$ cat config.mk
export PLATFORM = sky130hd
export DESIGN_NAME = pulse_timestamper
export DESIGN_NICKNAME = d
export VERILOG_FILES = /design/src/rtl/pulse_timestamper.sv
export SDC_FILE = /design/constraint.sdc
export NUM_CORES = 1
export LEC_CHECK = 0
export CORE_MARGIN = 5
export CORE_UTILIZATION = 34
export CTS_CLUSTER_SIZE = 20
export DETAILED_ROUTE_END_ITERATION = 8
export GPL_TIMING_DRIVEN = 0
export PLACE_DENSITY = 0.59
export SYNTH_ARGS = -nofsm -noshare
export SYNTH_HDL_FRONTEND = slang
export SYNTH_SLANG_ARGS = --single-unit
export TNS_END_PERCENT = 50
$ cat constraint.sdc
create_clock -name clk -period 4.5 [get_ports clk]
set_input_delay 0.9 -clock clk [delete_from_list [all_inputs] [get_ports clk]]
set_output_delay 0.9 -clock clk [all_outputs]
set_load 0.02 [all_outputs]
$ cat src/rtl/pulse_timestamper.sv
// pulse_timestamper: measures envelope pulses on four sensors against a 24-bit timestamp
// and emits one packed 48-bit word per in-window pulse through a round-robin arbiter.
module pulse_timestamper #(
  parameter int MIN_WIDTH = 2,
  parameter int MAX_WIDTH = 1000
) (
  input  logic        clk,
  input  logic        resetn,
  input  logic [3:0]  envelope_n,
  output logic        out_valid,
  output logic [47:0] out_data,
  output logic [7:0]  overflow_count
);
  typedef enum logic [1:0] {IDLE, ACTIVE, DISCARD} state_t;
  logic [3:0]  sync_q, e_s_q;
  logic [23:0] ts_q, ts_d;
  state_t      state_q [4], state_d [4];
  logic [23:0] start_q [4], start_d [4];
  logic [15:0] width_q [4], width_d [4];
  logic [3:0]  slot_full_q, slot_full_d;
  logic [15:0] slot_width_q [4], slot_width_d [4];
  logic [23:0] slot_start_q [4], slot_start_d [4];
  logic [1:0]  ptr_q, ptr_d;
  logic        out_valid_q, out_valid_d;
  logic [47:0] out_data_q, out_data_d;
  logic [7:0]  ovf_q, ovf_d;
  logic [3:0]  offer, grant, load;
  logic        found;
  logic [1:0]  gidx, idx;
  logic [2:0]  drops;
  logic [8:0]  ovf_sum;

  assign out_valid      = out_valid_q;
  assign out_data       = out_data_q;
  assign overflow_count = ovf_q;

  always_comb begin
    ts_d    = ts_q + 24'd1;
    state_d = state_q;
    start_d = start_q;
    width_d = width_q;
    offer   = '0;
    for (int i = 0; i < 4; i++) begin
      case (state_q[i])
        IDLE: if (!e_s_q[i]) begin
          state_d[i] = ACTIVE;
          start_d[i] = ts_q;
          width_d[i] = 16'd1;
        end
        ACTIVE: if (!e_s_q[i]) begin
          if (width_q[i] == 16'(MAX_WIDTH)) state_d[i] = DISCARD;
          else width_d[i] = width_q[i] + 16'd1;
        end else begin
          offer[i]   = width_q[i] >= 16'(MIN_WIDTH);
          state_d[i] = IDLE;
        end
        DISCARD: if (e_s_q[i]) state_d[i] = IDLE;
        default: state_d[i] = IDLE;
      endcase
    end
  end

  // Scan full slots starting at the pointer; first hit wins this cycle.
  always_comb begin
    found = 1'b0;
    gidx  = ptr_q;
    idx   = ptr_q;
    for (int k = 0; k < 4; k++) begin
      idx = ptr_q + 2'(k);
      if (!found && slot_full_q[idx]) begin
        found = 1'b1;
        gidx  = idx;
      end
    end
    grant = '0;
    if (found) grant[gidx] = 1'b1;
    out_valid_d = found;
    out_data_d  = found ? {gidx, slot_width_q[gidx], 6'd0, slot_start_q[gidx]} : out_data_q;
    ptr_d       = found ? gidx + 2'd1 : ptr_q;
  end

  always_comb begin
    slot_width_d = slot_width_q;
    slot_start_d = slot_start_q;
    slot_full_d  = slot_full_q & ~grant;
    load         = '0;
    drops        = '0;
    for (int i = 0; i < 4; i++) begin
      load[i] = offer[i] && (!slot_full_q[i] || grant[i]);
      if (load[i]) begin
        slot_full_d[i]  = 1'b1;
        slot_width_d[i] = width_q[i];
        slot_start_d[i] = start_q[i];
      end
      drops = drops + {2'b0, offer[i] & ~load[i]};
    end
    ovf_sum = {1'b0, ovf_q} + {6'b0, drops};
    ovf_d   = ovf_sum[8] ? 8'hFF : ovf_sum[7:0];
  end

  always_ff @(posedge clk or negedge resetn) begin
    if (!resetn) begin
      sync_q      <= '1;
      e_s_q       <= '1;
      ts_q        <= '0;
      slot_full_q <= '0;
      ptr_q       <= '0;
      out_valid_q <= 1'b0;
      out_data_q  <= '0;
      ovf_q       <= '0;
      for (int i = 0; i < 4; i++) begin
        state_q[i]      <= IDLE;
        start_q[i]      <= '0;
        width_q[i]      <= '0;
        slot_width_q[i] <= '0;
        slot_start_q[i] <= '0;
      end
    end else begin
      sync_q       <= envelope_n;
      e_s_q        <= sync_q;
      ts_q         <= ts_d;
      state_q      <= state_d;
      start_q      <= start_d;
      width_q      <= width_d;
      slot_full_q  <= slot_full_d;
      slot_width_q <= slot_width_d;
      slot_start_q <= slot_start_d;
      ptr_q        <= ptr_d;
      out_valid_q  <= out_valid_d;
      out_data_q   <= out_data_d;
      ovf_q        <= ovf_d;
    end
  end
endmodule

==> results.yml, run 1 <==
run_status:
  outcome: "completed"
synth:
  syn_avg_cell_area_um2: 12.9
  syn-cell-area_um2: 18100
  syn_inst: 1407
  synth_adder_area_share_pct: 1.58
  main_combinational_cell_family_by_area_after_synthesis: "multiplexers"
  ys_seq_elements: 417
  synth_simple_gate_area_share_pct: 9.47
  yosys.area.top_type: "dfrtp_1"
  main_area_contributors_after_synthesis: "dfrtp_1 (57%), mux2_2 (16%), mux2i_1 (3.4%)"
  postSynth.asyncResetShare_pct: 100
  synth_cell_type_count: 61
  ys_dominant_reg_cell: "dfrtp_1"
  yosys_warnings: 0
  synth.area.mux_share_pct: 19.9
  synth_seq_area_share_pct: 57.7
  synth_compound_area_share_pct: 5.56
  yosys.area_share.xor_xnor_pct: 2.86
  number_of_enable_type_register_cells_in_the_synthesized_netlist: 0
  netlist.area_leader.share_pct: 56.6
worst_setup_path:
  worst-endpoint-arrival_ns: 4.74
  crit_type: "flip-flop to flip-flop"
  path_cells: "nor2b_1 > o21ba_1 > buf_2 > nor3_4 > inv_2 > buf_6 > buf_4 > ha_1 > nand2b_1 > nand2b_2 > fa_1 > inv_1 > fa_1 > fa_2 > and3_1 > nand3_1 > nor3_1 > a21oi_1"
  cell_family_with_most_cp_delay: "adder cells"
  cpMostUsedCell: "fa_1"
  setup.worst_path.start_class: "flip-flop"
  cp.buffers_inverters: 5
  worst_setup_path_end_kind: "flip-flop"
  critical_path_required_time_ns: 4.98
  cpPeakStageDelay_ns: 0.51
  critical_path.slowest_cell: "fa_1"
  crit_fanout: 11
clock_tree:
  cts-root-buf: "clkbuf_16"
  cts_tree: "built"
  cts_made_buffers: 47
  clock_sink_count: 417
  worstSkewPairLatency_ns: 0.60
  htreeDepth: 2
  clockBufferDepth: 3
  path_clk_slew_ns: 0.06
route:
  route.vias.total: 11393
  via_per_inst: 5.08
  count_of_nets_left_with_antenna_violations_after_detail_routing: 0
  first_pass_iters: 5
  detailedRoute.firstIterationViolations: 652
  post-route-drc-count: 0
  route.final.wire_length_mm: 42.5
  wl_per_cell_um: 18.9
timing:
  slew_viol_final: 0
  total_setup_violations_reported_at_the_end_of_the_flow: 0
  tightestPinTransition_ns: 1.24
  clock.fmax_mhz: 235
  clock-skew-final_ns: 0.0469
  maxSlewHeadroom_pct: 16.7
  final.period_utilization_pct: 94.7
  finalSetupTns_ns: 0
  final-hold-violation-count: 0
  min_period_ns: 4.26
  rsz0062_at_grt: "false"
pwr:
  power_switching_share_pct: 32.8
  share_clk_of_total_power_pct: 34.3
  leakagePower_nw: 9.88
  sequentialPowerShare_pct: 38.9
  powerDensity_nw_per_um2: 524
  peakVddDrop_mv: 0.292
  p_comb_share_pct: 26.8
  power.net_switching_mw: 3.65
  cellInternalPower_mw: 7.47
layout:
  fillers: 4939
  layout_cells_sized_above_1_pct: 25.9
  syn2layout_area_growth_pct: 17.3
  multi_input_comb_area_um2: 7160
  ff_latch_area_um2: 10400
  most_common_library_cell_in_the_layout_ignoring_fill_and_taps: "dfrtp_1"
  final_net_count: 1549
  n_antenna_cell: 0
  mostFrequentLayoutCells: "dfrtp_1 (408), mux2_2 (258), nand2_1 (88)"
  final_core_utilization_pct: 40.3
placement:
  gp_routability_congestion: 0.845
  numPortBuffers: 56
  dp_hpwl_mm: 29.5
global_route:
  grt_max_degree: 93
  antenna_found_initial: 1
  grt_pass1_vias: 11847
  grt_overflow_total: 0
  tot_gr_track_use_pct: 14.9
  grt_first_pass_wirelength_mm: 68.1
die:
  pin_count: 63
  core_um2: 52700
  floorplan.initialDensity_pct: 34.4
  die-height_um: 241
  dieArea_um2: 57900
  placementRows: 84
  die_w_um: 241
hold_path:
  holdCritPathClass: "input port to async pin"
run:
  cap_violations: 0
-- kinds of logic after synthesis --
family                   after synthesis
flip-flops                           417
AND/OR/NAND/NOR                      332
multiplexers                         327
AO/OA/AOI/OAI                        141
buffers and inverters                109
XOR/XNOR                              59
adder cells (fa/ha/maj)               21
other                                  1
-- synth_stat cells (all sizes together) (2+ instances only) --
| cell | number |
|---|---|
| mux2i | 61 |
| a211oi | 13 |
| xnor2 | 42 |
| mux2 | 266 |
| nand4b | 2 |
| nor4 | 20 |
| o221ai | 29 |
| nand2b | 11 |
| o21bai | 2 |
| nor3 | 12 |
| o21a | 5 |
| and4 | 18 |
| dfstp | 8 |
| dfrtp | 409 |
| a22o | 2 |
| nand3b | 2 |
| nand2 | 88 |
| buf | 38 |
| or2 | 3 |
| or3 | 9 |
| nor2b | 11 |
| a21boi | 2 |
| o21ai | 22 |
| nand4 | 30 |
| a221o | 8 |
| clkbuf | 44 |
| xor2 | 17 |
| and3 | 17 |
| inv | 27 |
| nand3 | 30 |
| a31o | 3 |
| fa | 3 |
| a21oi | 30 |
| a21o | 4 |
| o31ai | 11 |
| ha | 18 |
| a31oi | 3 |
| nor2 | 69 |
| and2 | 7 |
-- per-layer routing --
layer  global-route usage (%)  vias to the layer above  wire (um)
met5                        0                        -          0
met4                     4.50                        0       1010
met3                     2.50                       70       1600
met2                     23.5                      184      19600
met1                     21.2                     5886      20200
li1                         -                     5253          -
-- sequential cells by signal, indices dropped and copies added (netlist names), 8 cells and up --
| name | flops |
|---|---|
| state_q | 8 |
| out_data | 42 |
| width_q | 64 |
| slot_start_q | 96 |
| start_q | 96 |
| overflow_count | 8 |
| ts_q | 24 |
| slot_width_q | 64 |
-- worst register-to-register path: stages, from the launching register on --
cell and delay, ns:
dfrtp_2 0.45, nor2b_1 0.17, o21ba_1 0.19, buf_2 0.19
nor3_4 0.20, inv_2 0.07, buf_6 0.17, buf_4 0.22
ha_1 0.19, nand2b_1 0.17, nand2b_2 0.23, fa_1 0.51
inv_1 0.05, fa_1 0.44, fa_2 0.41, and3_1 0.21
nand3_1 0.11, nor3_1 0.05, a21oi_1 0.11
-- metrics by stage --
stage	std cells	hold WS [ns]	setup slack, ns	area [um2]	power (mW)
detailed placement	2160	0.348	0.0561	19700	7.38
finish	2243	0.355	0.240	21200	11.1
CTS	2242	0.356	0.00908	21200	11.2
floorplan	1412	0.345	0.602	18100	6.24
global route	2243	0.360	0.0335	21200	11.7
global placement	2156	0.348	-15.84	19500	7.32
-- power groups by stage --
stage | registers, mW | logic (mW) | clock network, mW
final | 4.33 | 2.98 | 3.82
after global routing | 4.37 | 3.20 | 4.09
after CTS | 4.32 | 3.00 | 3.92
after detailed placement | 4.38 | 2.99 | 0
after global placement | 4.38 | 2.94 | 0
after floorplan | 4.38 | 1.85 | 0
-- repair_timing --
item	CTS	global route
gates resized for setup	0	4
endpoints found under the setup margin	0	8
setup buffers	0	1
hold buffers	0	0
-- layout make-up --
class / instances / share of cell area, %
sequential: 417 / 49.2
multi-input combinational: 886 / 33.7
timing repair buffer: 61 / 3.22
clock inverter: 19 / 1.12
inverter: 27 / 0.477
buffer: 82 / 1.97
tap: 688 / 4.05
clock buffer: 63 / 6.25
-- worst paths after layout --
check,slack (ns),startpoint,cells after the start,endpoint
worst max-delay path,0.24,slot_full_q[0]$_DFF_PN0_,18,overflow_count[6]$_DFF_PN0_
worst min-delay path,0.36,resetn,1,width_q[40]$_DFFE_PN0P_
worst max register to register,0.24,slot_full_q[0]$_DFF_PN0_,18,overflow_count[6]$_DFF_PN0_
worst min register to register,0.36,sync_q[3]$_DFF_PN1_,0,e_s_q[3]$_DFF_PN1_
max in group asynchronous,2.44,resetn,4,start_q[57]$_DFFE_PN0P_
min in group clk,0.36,sync_q[3]$_DFF_PN1_,0,e_s_q[3]$_DFF_PN1_
Note: power is estimated with default switching activity, not from simulation.
==> run 2, diff against run 1 <==
- CORE_ASPECT_RATIO: not set -> 0.75
- CORE_UTILIZATION: 34 -> 54
- PLACE_DENSITY: 0.59 -> 0.82
==> run 2 against run 1 <==
  * Total power fell by 3.1%
  * Global-route usage rose by 7.8 points
  * Sequential power hardly changed
  * First-iteration DRC count grew 70%
  * Setup slack better by 0.022 ns
  * Final cell count down 11%
==> results.yml, run 2 (synthesis results as in run 1) <==
timing:
  finalSetupTns_ns: 0
  maxSlewHeadroom_pct: 19.8
  clock-skew-final_ns: 0.0256
  tightestPinTransition_ns: 1.20
  final-hold-violation-count: 0
  total_setup_violations_reported_at_the_end_of_the_flow: 0
  rsz0062_at_grt: "false"
  min_period_ns: 4.24
  fin_ws_ns: 0.262
  hold_slack_ns: 0.301
  slew_viol_final: 0
  clock.fmax_mhz: 236
  final.period_utilization_pct: 94.2
clock_tree:
  clock_sink_count: 417
  cts-root-buf: "clkbuf_16"
  cts_tree: "built"
  path_clk_slew_ns: 0.07
  cts_made_buffers: 40
  post_cts_hold_buffer_count: 0
  htreeDepth: 2
  worstSkewPairLatency_ns: 0.54
  clockBufferDepth: 3
layout:
  final_design_area_no_fill_um2: 20700
  mostFrequentLayoutCells: "dfrtp_1 (407), mux2_2 (258), nand2_1 (88)"
  fillers: 2514
  biggestRegsByFlops: "slot_start_q (96), start_q (96)"
  layout_cells_sized_above_1_pct: 25.5
  syn2layout_area_growth_pct: 14.5
  final_net_count: 1544
  multi_input_comb_area_um2: 7170
  most_common_library_cell_in_the_layout_ignoring_fill_and_taps: "dfrtp_1"
  ff_latch_area_um2: 10400
  n_antenna_cell: 0
die:
  placementRows: 58
  dieArea_um2: 37300
  core_um2: 33300
  die_w_um: 221
  pin_count: 63
  floorplan.initialDensity_pct: 54.3
  die-height_um: 169
pwr:
  leakagePower_nw: 9.77
  powerDensity_nw_per_um2: 520
  post-layout-total-power_mw: 10.8
  peakVddDrop_mv: 0.438
worst_setup_path:
  worst_setup_path_end_kind: "flip-flop"
  worst-endpoint-arrival_ns: 4.69
  setup.worst_path.start_class: "flip-flop"
  reg2reg_from: "slot_full_q[0]$_DFF_PN0_"
  crit_type: "flip-flop to flip-flop"
  crit_fanout: 11
  critical_path_required_time_ns: 4.95
  worstReg2RegEnd: "overflow_count[6]$_DFF_PN0_"
  r2r_slack_ns: 0.26
  setup.worst_path.start: "slot_full_q[0]$_DFF_PN0_"
  ff2ff_path_depth: 18
route:
  wl_per_cell_um: 21.0
  count_of_nets_left_with_antenna_violations_after_detail_routing: 0
  first_pass_iters: 5
  detailedRoute.firstIterationViolations: 1111
  route.vias.total: 11713
  route.final.wire_length_mm: 41.8
  post-route-drc-count: 0
  via_per_inst: 5.87
run_status:
  outcome: "completed"
placement:
  gp_routability_congestion: 0.853
  numPortBuffers: 56
  detailedPlace.worstSlack_ns: 0.156
  dp_hpwl_mm: 28.7
  placedInstanceArea_um2: 19400
global_route:
  antenna_found_initial: 0
  grt_pass1_vias: 12128
  grt_overflow_total: 0
  tot_gr_track_use_pct: 22.7
  grt_max_degree: 120
  grt_first_pass_wirelength_mm: 68.0
run:
  cap_violations: 0
hold_path:
  holdCritPathClass: "input port to async pin"
-- run 2: metal layers --
metal,vias to the layer above,track usage [%],share of wire (%)
met2,343,34.8,45
met1,6050,33.6,46
met3,71,4.72,6.4
li1,5249,-,-
met4,0,5.77,2.2
met5,-,0,0
-- run 2: layout make-up --
class	count	share of cell area, %
buffer	82	2.02
clock buffer	55	5.59
clock inverter	14	0.773
inverter	27	0.489
multi-input combinational	886	34.6
sequential	417	50.4
tap	450	2.72
timing repair buffer	63	3.37
-- run 2: metrics by stage --
step | std cells | util [%]
2_1_floorplan | 1412 | -
3_3_place_gp | 1918 | 57.8
3_5_place_dp | 1922 | 58.1
4_1_cts | 1991 | 62.1
5_1_grt | 1994 | 62.2
6_report | 1994 | 62.2
-- run 2: worst max-delay path: stages (launching register included) --
cell and delay (ns):
dfrtp_2 0.46, nor2b_1 0.17, o21ba_1 0.19, buf_2 0.20, nor3_4 0.21, inv_2 0.06
buf_6 0.17, buf_4 0.22, ha_1 0.19, nand2b_1 0.16, nand2b_2 0.24, fa_1 0.49
inv_1 0.06, fa_1 0.44, fa_2 0.40, and3_1 0.20, nand3_1 0.12, nor3_1 0.05
a21oi_1 0.12
-- run 2: repair_timing --
action,4_1_cts,5_1_grt
resized for setup,0,6
setup buffers,0,3
endpoints found under the setup margin,0,7
-- run 2: worst max path at each step --
stage | end | slack (ns) | depth (start not counted)
after global routing | overflow_count[6]$_DFF_PN0_ | 0.05 | 18
final | overflow_count[6]$_DFF_PN0_ | 0.26 | 18
after detailed placement | overflow_count[1]$_DFF_PN0_ | 0.16 | 17
after global placement | slot_start_q[53]$_DFFE_PN0P_ | -15.04 | 1
after CTS | overflow_count[2]$_DFF_PN0_ | 0.12 | 17
after floorplan | overflow_count[0]$_DFF_PN0_ | 0.60 | 17
-- run 2: where the power goes --
part	switching [mW]	total, mW	internal (mW)	leakage, nW
combinational	1.87	3.04	1.17	3.55
sequential	0.260	4.34	4.08	5.57
clock	1.42	3.40	1.98	0.645
total	3.55	10.8	7.22	9.77
==> run 3, diff against run 2 <==
- GPL_TIMING_DRIVEN: 0 -> 1
==> run 3 against run 2 <==
  * Flip-flop and latch count stayed put
  * Final cell count decreased by 3.1%
  * Setup slack improved by 0.13 ns
  * Maximum frequency is 3.1% higher
  * Critical path depth is 4 lower
==> results.yml, run 3 (synthesis results as in run 1) <==
timing:
  rsz0062_at_grt: "false"
  tightestPinTransition_ns: 1.04
  clock-skew-final_ns: 0.0243
  min_period_ns: 4.11
  total_setup_violations_reported_at_the_end_of_the_flow: 0
  finalSetupTns_ns: 0
  maxSlewHeadroom_pct: 30.5
  clock.fmax_mhz: 243
  slew_viol_final: 0
  hold_slack_ns: 0.356
  final.period_utilization_pct: 91.4
  final-hold-violation-count: 0
hold_path:
  holdCritPathClass: "input port to async pin"
die:
  pin_count: 63
  core_um2: 33300
  die-height_um: 169
  floorplan.initialDensity_pct: 54.3
  placementRows: 58
  die_w_um: 221
  dieArea_um2: 37300
route:
  routed-wl-met3_mm: 2.32
  detailedRoute.firstIterationViolations: 1075
  post-route-drc-count: 0
  wl_met1_mm: 18.7
  route.final.wire_length_mm: 40.7
  count_of_nets_left_with_antenna_violations_after_detail_routing: 0
  first_pass_iters: 6
  via_per_inst: 5.92
  met2_wirelength_mm: 18.8
  top_signal_layer_used: "met4"
  wl_per_cell_um: 21.1
  route.vias.total: 11436
layout:
  mostFrequentLayoutCells: "dfrtp_1 (409), mux2_2 (258), nand2_1 (85)"
  layout_cells_sized_above_1_pct: 25.5
  most_common_library_cell_in_the_layout_ignoring_fill_and_taps: "dfrtp_1"
  syn2layout_area_growth_pct: 13.4
  final_non_filler_cells: 1932
  fillers: 2462
  n_antenna_cell: 0
  final_core_utilization_pct: 61.6
  biggestRegsByFlops: "slot_start_q (96), start_q (96)"
  final_net_count: 1479
worst_setup_path:
  crit_fanout: 12
  r2r_slack_ns: 0.39
  ff2ff_path_depth: 14
  reg2reg_from: "slot_full_q[0]$_DFF_PN0_"
  crit_type: "flip-flop to flip-flop"
  critical_path_required_time_ns: 4.94
  setup.worst_path.start_class: "flip-flop"
  worstReg2RegEnd: "overflow_count[0]$_DFF_PN0_"
  worst-endpoint-arrival_ns: 4.55
  worst_setup_path_end_kind: "flip-flop"
global_route:
  grt_pass1_vias: 11976
  grt_first_pass_wirelength_mm: 66.2
  antenna_found_initial: 0
  grt_max_degree: 100
  grt_overflow_total: 0
  tot_gr_track_use_pct: 21.9
clock_tree:
  clockBufferDepth: 3
  cts_made_buffers: 41
  path_clk_slew_ns: 0.06
  post_cts_hold_buffer_count: 0
  cts_repair_resize_count: 0
  cts-root-buf: "clkbuf_16"
  htreeDepth: 2
  clock_sink_count: 417
  worstSkewPairLatency_ns: 0.55
  post_cts_setup_inserts: 0
  cts_tree: "built"
placement:
  placedCellCount: 1859
  gp_routability_congestion: 0.868
  dp_hpwl_mm: 26.0
  numPortBuffers: 56
pwr:
  powerDensity_nw_per_um2: 519
  p_comb_share_pct: 25.0
  sequentialPowerShare_pct: 41.1
  leakagePower_nw: 9.68
  power.net_switching_mw: 3.41
  power_switching_share_pct: 32.0
  cellInternalPower_mw: 7.25
  peakVddDrop_mv: 0.512
  share_clk_of_total_power_pct: 33.9
run_status:
  outcome: "completed"
run:
  cap_violations: 0
==> run 3: worst max-delay path by stage <==
stage,from,endpoint,depth (start not counted)
2_1_floorplan,slot_full_q[2]$_DFF_PN0_,overflow_count[0]$_DFF_PN0_,17
3_3_place_gp,slot_full_q[2]$_DFF_PN0_,overflow_count[2]$_DFF_PN0_,14
3_5_place_dp,slot_full_q[0]$_DFF_PN0_,overflow_count[5]$_DFF_PN0_,14
4_1_cts,slot_full_q[0]$_DFF_PN0_,overflow_count[5]$_DFF_PN0_,14
5_1_grt,slot_full_q[0]$_DFF_PN0_,overflow_count[3]$_DFF_PN0_,14
6_report,slot_full_q[0]$_DFF_PN0_,overflow_count[0]$_DFF_PN0_,14
==> run 3: critical path, stage by stage, from the launching register on <==
cell      delay, ns
dfrtp_1        0.49
nor2b_1        0.20
o21a_1         0.31
nor3_4         0.33
inv_4          0.15
ha_1           0.20
nand2b_1       0.17
nand2b_1       0.18
fa_1           0.52
inv_1          0.05
fa_1           0.43
fa_1           0.47
and3_1         0.21
nand3_1        0.18
nand2b_1       0.08
==> run 3: through the flow <==
step / setup WS (ns) / instance area, um2 / power (mW)
6_report: 0.388 / 20500 / 10.7
4_1_cts: 0.392 / 20500 / 10.7
2_1_floorplan: 0.602 / 18100 / 6.24
3_3_place_gp: 0.570 / 19100 / 6.98
5_1_grt: 0.0999 / 20500 / 11.1
3_5_place_dp: 0.419 / 19100 / 7.07
==> run 3: area by class of cell <==
| type | instances | area (um2) | share of cell area [%] |
|---|---|---|---|
| Sequential cell | 417 | 10400 | 50.9 |
| Multi-Input combinational cell | 886 | 7210 | 35.1 |
| Clock buffer | 62 | 1260 | 6.13 |
| Timing Repair Buffer | 79 | 776 | 3.78 |
| Tap cell | 450 | 563 | 2.74 |
| Clock inverter | 11 | 170 | 0.829 |
| Inverter | 27 | 104 | 0.506 |
==> run 3: layer usage <==
layer	GRT usage (%)	up-vias
met3	4.32	71
met5	0	-
met2	34.2	327
met4	5.69	0
li1	-	5130
met1	31.8	5908
==> run 3: power by group through the flow <==
stage | clock network (mW) | logic [mW] | registers [mW]
final | 3.61 | 2.66 | 4.38
after global routing | 3.82 | 2.84 | 4.42
after CTS | 3.67 | 2.66 | 4.38
after detailed placement | 0 | 2.63 | 4.44
after global placement | 0 | 2.56 | 4.42
after floorplan | 0 | 1.85 | 4.38
